===== config.mk =====
export PLATFORM = sky130hd
export DESIGN_NAME = async_fifo_rd_stream
export DESIGN_NICKNAME = d
export VERILOG_FILES = /design/src/rtl/async_fifo_rd_stream.sv
export SDC_FILE = /design/constraint.sdc
export NUM_CORES = 1
export LEC_CHECK = 0
export CAP_MARGIN = 20
export CORE_AREA = 2 2 55 57
export CTS_CLUSTER_SIZE = 14
export DETAILED_ROUTE_END_ITERATION = 10
export DIE_AREA = 0 0 57 59
export GPL_ROUTABILITY_DRIVEN = 1
export GPL_TIMING_DRIVEN = 1
export PLACE_DENSITY = 0.83
export SYNTH_ARGS = -nofsm -noshare
export SYNTH_HDL_FRONTEND = slang
export SYNTH_SLANG_ARGS = --single-unit
export TNS_END_PERCENT = 10

===== constraint.sdc =====
create_clock -name rclk -period 4.7 [get_ports rclk]
set_input_delay 0.705 -clock rclk [delete_from_list [all_inputs] [get_ports rclk]]
set_output_delay 0.705 -clock rclk [all_outputs]
set_load 0.03 [all_outputs]

===== src/rtl/async_fifo_rd_stream.sv =====
// Read-side drain stage for the async FIFO: pops via rinc/rempty/rdata and re-presents words as a
// registered valid/ready stream through a two-entry skid buffer. Stats counters: ASYNC_FIFO_RD_STATS_EN.
module async_fifo_rd_stream #(
    parameter int DSIZE = 8
) (
    input  logic             rclk,
    input  logic             rrst_n,
    input  logic             rempty,
    input  logic [DSIZE-1:0] rdata,
    output logic             rinc,
    output logic             m_valid,
    input  logic             m_ready,
    output logic [DSIZE-1:0] m_data,
    output logic [1:0]       level,
    output logic [15:0]      word_cnt,
    output logic [15:0]      stall_cnt
);

    typedef enum logic [1:0] {
        EMPTY = 2'd0,
        ONE   = 2'd1,
        TWO   = 2'd2
    } occ_e;

    occ_e             state_q;
    logic [DSIZE-1:0] head_q;
    logic [DSIZE-1:0] tail_q;
    logic             pop;

    // The pop request looks only at registered occupancy, so m_ready never reaches rinc.
    assign rinc    = rrst_n & ~rempty & (state_q != TWO);
    assign m_valid = (state_q != EMPTY);
    assign pop     = m_valid & m_ready;
    assign m_data  = head_q;
    assign level   = state_q;

    always_ff @(posedge rclk or negedge rrst_n) begin
        if (!rrst_n) begin
            state_q <= EMPTY;
            head_q  <= '0;
            tail_q  <= '0;
        end else begin
            case (state_q)
                EMPTY: begin
                    if (rinc) begin
                        head_q  <= rdata;
                        state_q <= ONE;
                    end
                end
                ONE: begin
                    if (rinc && pop) begin
                        head_q <= rdata;
                    end else if (rinc) begin
                        tail_q  <= rdata;
                        state_q <= TWO;
                    end else if (pop) begin
                        state_q <= EMPTY;
                    end
                end
                TWO: begin
                    if (pop) begin
                        head_q  <= tail_q;
                        state_q <= ONE;
                    end
                end
                default: state_q <= EMPTY;
            endcase
        end
    end

`ifdef ASYNC_FIFO_RD_STATS_EN
    logic [15:0] word_cnt_q;
    logic [15:0] stall_cnt_q;

    // Both counters saturate rather than wrap so long stalls stay visible.
    always_ff @(posedge rclk or negedge rrst_n) begin
        if (!rrst_n) begin
            word_cnt_q  <= '0;
            stall_cnt_q <= '0;
        end else begin
            if (pop && (word_cnt_q != 16'hFFFF)) begin
                word_cnt_q <= word_cnt_q + 16'd1;
            end
            if (m_valid && !m_ready && (stall_cnt_q != 16'hFFFF)) begin
                stall_cnt_q <= stall_cnt_q + 16'd1;
            end
        end
    end

    assign word_cnt  = word_cnt_q;
    assign stall_cnt = stall_cnt_q;
`else
    assign word_cnt  = 16'h0000;
    assign stall_cnt = 16'h0000;
`endif

endmodule

==> summary.md <==
| Metric | Value |
|---|---|
| Period minus WS final | 3.05 ns |
| Cell area power density | 433 mW/mm^2 |
| Synth warnings | 0 |
| Setup repair after global routing missed its margin | no |
| Leading cell type in the layout, fill and taps excluded | conb_1 |
| Overall routed net length | 1750 um |
| Sequential fraction of the synthesis area | 43.3% |
| Hold Fails Final Rpt | 0 |
| Die height | 59 um |
| Commonest non-fill, non-tap cells in the layout | 32 x conb_1, 23 x clkdlybuf4s50_1, 18 x dfrtp_1 |
| Switching part of the total power | 36.9% |
| Number of buffers inserted to repair setup after CTS | 0 |
| Run status | finished clean |
| TritonRoute pass-1 iters | 4 |
| Diode insertion count for antenna repair | 0 |
| Starting utilization of the core area | 38.4% |
| Min-Delay Path Class | reg -> reg |
| Area of the die | 0.00336 mm^2 |
| Number of antenna violations at the first check in global routing | 0 |
| Die Span X | 57 um |
| CTS tree | built |
| Cell count after placement | 144 |
| # setup viols final | 0 |
| Avg WL per Cell | 11.8 um |
| Count of nets after finishing | 130 |
| Worst path arrival time | 2.34 ns |
| Total of hold buffers inserted after clock tree synthesis | 0 |
| Largest net degree at the start of global routing | 22 |
| Critical Path Sink | rinc |
| Achievable frequency | 0.328 GHz |
| Count of placed standard cells in the final layout, fillers left out | 148 |
| R2r startpoint | level[1] |
| Total cell area at the placement stage | 0.00118 mm^2 |
| Total global-route track usage | 10.3% |
| Core Rows | 19 |
| Number of cells on the worst reg-to-reg path | 3 |
| Routed via count divided by cell count | 4.45 |
| Cts bufs inserted | 3 |
| Global placer's final weighted congestion | 0.740 |
| Top post-synthesis cells by area | dfrtp_1 43%, buf_4 23%, mux2_1 8.7% |
| Number of max-cap violations | 0 |
| Combinational power share | 38.1% |
| Sequential Power Share | 43.8% |
| Core outline area | 0.00271 mm^2 |
| Slew Viols, Final | 0 |
| Violation count after the first detailed-route iteration | 13 |
| Layout area overhead | 17.2% |
| Post-route cell area | 0.00122 mm^2 |
| Cell count of the worst hold path | 1 |
| Start point of the worst min-delay path | tail_q[7] |
| Count of distinct cell types in the synthesized netlist | 20 |
| Count of vias placed by the detailed router | 659 |
| Syn Inst Count | 92 |
| Number of fill cells in the layout | 269 |
| Number of buffer cells added on primary ports | 23 |
| Synth area leader | dfrtp_1 |
| Post-CTS clock slew at the launch and capture registers of the worst setup and hold paths | 0.10 ns |
| Largest buffer count on any clock path | 2 |
| Startpoint kind of the worst setup timing path | primary input |
| Final total negative setup slack | 0 ns |
| Mean area per synthesized cell | 11.3 um^2 |
| Number of instances resized during post-cts repair | 0 |
| TritonCTS sink count | 18 |
| Worst Clk Skew | 0.00126 ns |
| Final routed DRC violation total | 0 |
| Area of the mapped netlist | 0.00104 mm^2 |
| Via count of the first global-routing pass | 574 |
| Final global-route overflow total | 0 |
| Htree depth | 1 |
| Highest ir drop seen on vdd | 0.249 mV |
| Yosys top cell area share | 43.3% |
| Internal power consumption | 0.000333 W |
| Seq cells post-synth | 18 |
| Fraction of layout cells with a size suffix above 1 | 13.7% |
| Top-level port count | 56 |
| Power share of the clock group | 18.1% |
| Detailed placement HPWL | 1320 um |
| Required time of the worst setup path | 3.99 ns |
| Portion of the clock cycle consumed by the worst path in the final layout | 64.9% |
| Minimum setup slack among reg-to-reg paths | 3.05 ns |
| Wire length of the first global-routing pass | 2650 um |
| Switching power of the nets | 0.000195 W |
| Critical Path End Type | output port |
| Antenna-violating nets left | 0 |
| Worst-path fanout max | 21 |
| Cell chosen for the clock root | clkbuf_4 |
| Reg-to-reg critical path endpoint | m_data[3] |
| Critical path type | in -> out |
| Leak Pwr | 0.546 nW |
| Timing startpoint of the critical path | rrst_n |
| Worst skew pair latency | 0.30 ns |
[state kept, by name, summed over array words and instances (netlist names)]
name    count
tail_q      8
level       2
m_data      8
[stage by stage]
step | power [W] | util [%] | worst slack (ns) | hold slack (ns)
finish | 0.000528 | 45.0 | 1.65 | 0.503
global placement | 0.000429 | 43.7 | 1.68 | 0.475
CTS | 0.000535 | 45.0 | 1.63 | 0.511
detailed placement | 0.000437 | 43.7 | 1.63 | 0.487
floorplan | 0.000381 | - | 2.73 | 0.409
global route | 0.000557 | 45.0 | 1.55 | 0.548
[Yosys cell counts]
cell type,n
and2b_1,1
o22ai_1,1
o21ai_4,1
nand3b_1,1
nor3b_1,1
nand2b_1,1
nand2_2,1
nor2_1,2
mux2i_1,1
a21oi_1,2
buf_4,32
or3b_1,1
or3_1,8
or2_2,1
buf_2,2
dfrtp_1,18
nor2b_1,1
mux2_1,8
o221a_2,8
conb_1,1
[critical path: stages]
cell	delay, ns
clkdlybuf4s50_1	0.45
buf_4	0.25
nand2b_1	0.13
nor2_1	0.11
clkdlybuf4s50_1	0.69
[how the worst min path moves through the flow]
| stage | endpoint | slack [ns] |
|---|---|---|
| CTS | tail_q[7] | 0.51 |
| detailed placement | tail_q[7] | 0.49 |
| floorplan | level[0] | 0.41 |
| global route | tail_q[3] | 0.55 |
| finish | tail_q[7] | 0.50 |
| global placement | tail_q[1] | 0.48 |
[power groups by stage]
stage          Sequential (W)  Combinational, W  Clock [W]
2_1_floorplan        0.000268          0.000113          0
3_3_place_gp         0.000231          0.000198          0
3_5_place_dp         0.000234          0.000203          0
4_1_cts              0.000232          0.000203   0.000100
5_1_grt              0.000238          0.000213   0.000106
6_report             0.000231          0.000201  0.0000957
[kinds of logic after synthesis]
family / share of synthesized area [%]
AOI/OAI and AO/OA: 11.8
and+or+nand+nor: 10.9
DFF: 43.3
muxes: 9.62
other: 0.360
buffers and inverters: 24.0
[routing by layer]
| layer | vias to the layer above | share of wire [%] | wire [um] | track usage, % |
|---|---|---|---|---|
| met5 | - | 0 | 0 | 0 |
| met4 | 0 | 1.0 | 18 | 2.99 |
| met3 | 3 | 10 | 184 | 4.37 |
| met2 | 40 | 47 | 820 | 16.3 |
| met1 | 301 | 42 | 730 | 13.1 |
| li1 | 315 | - | - | - |
[final cells by class]
cell class / instances / area (um^2) / share of cell area, %
Multi-Input combinational cell: 71 / 457 / 37.4
Sequential cell: 18 / 450 / 36.9
Timing Repair Buffer: 24 / 238 / 19.5
Tap cell: 31 / 38.8 / 3.18
Clock buffer: 4 / 36.3 / 2.97
Note: power is estimated with default switching activity, not from simulation.
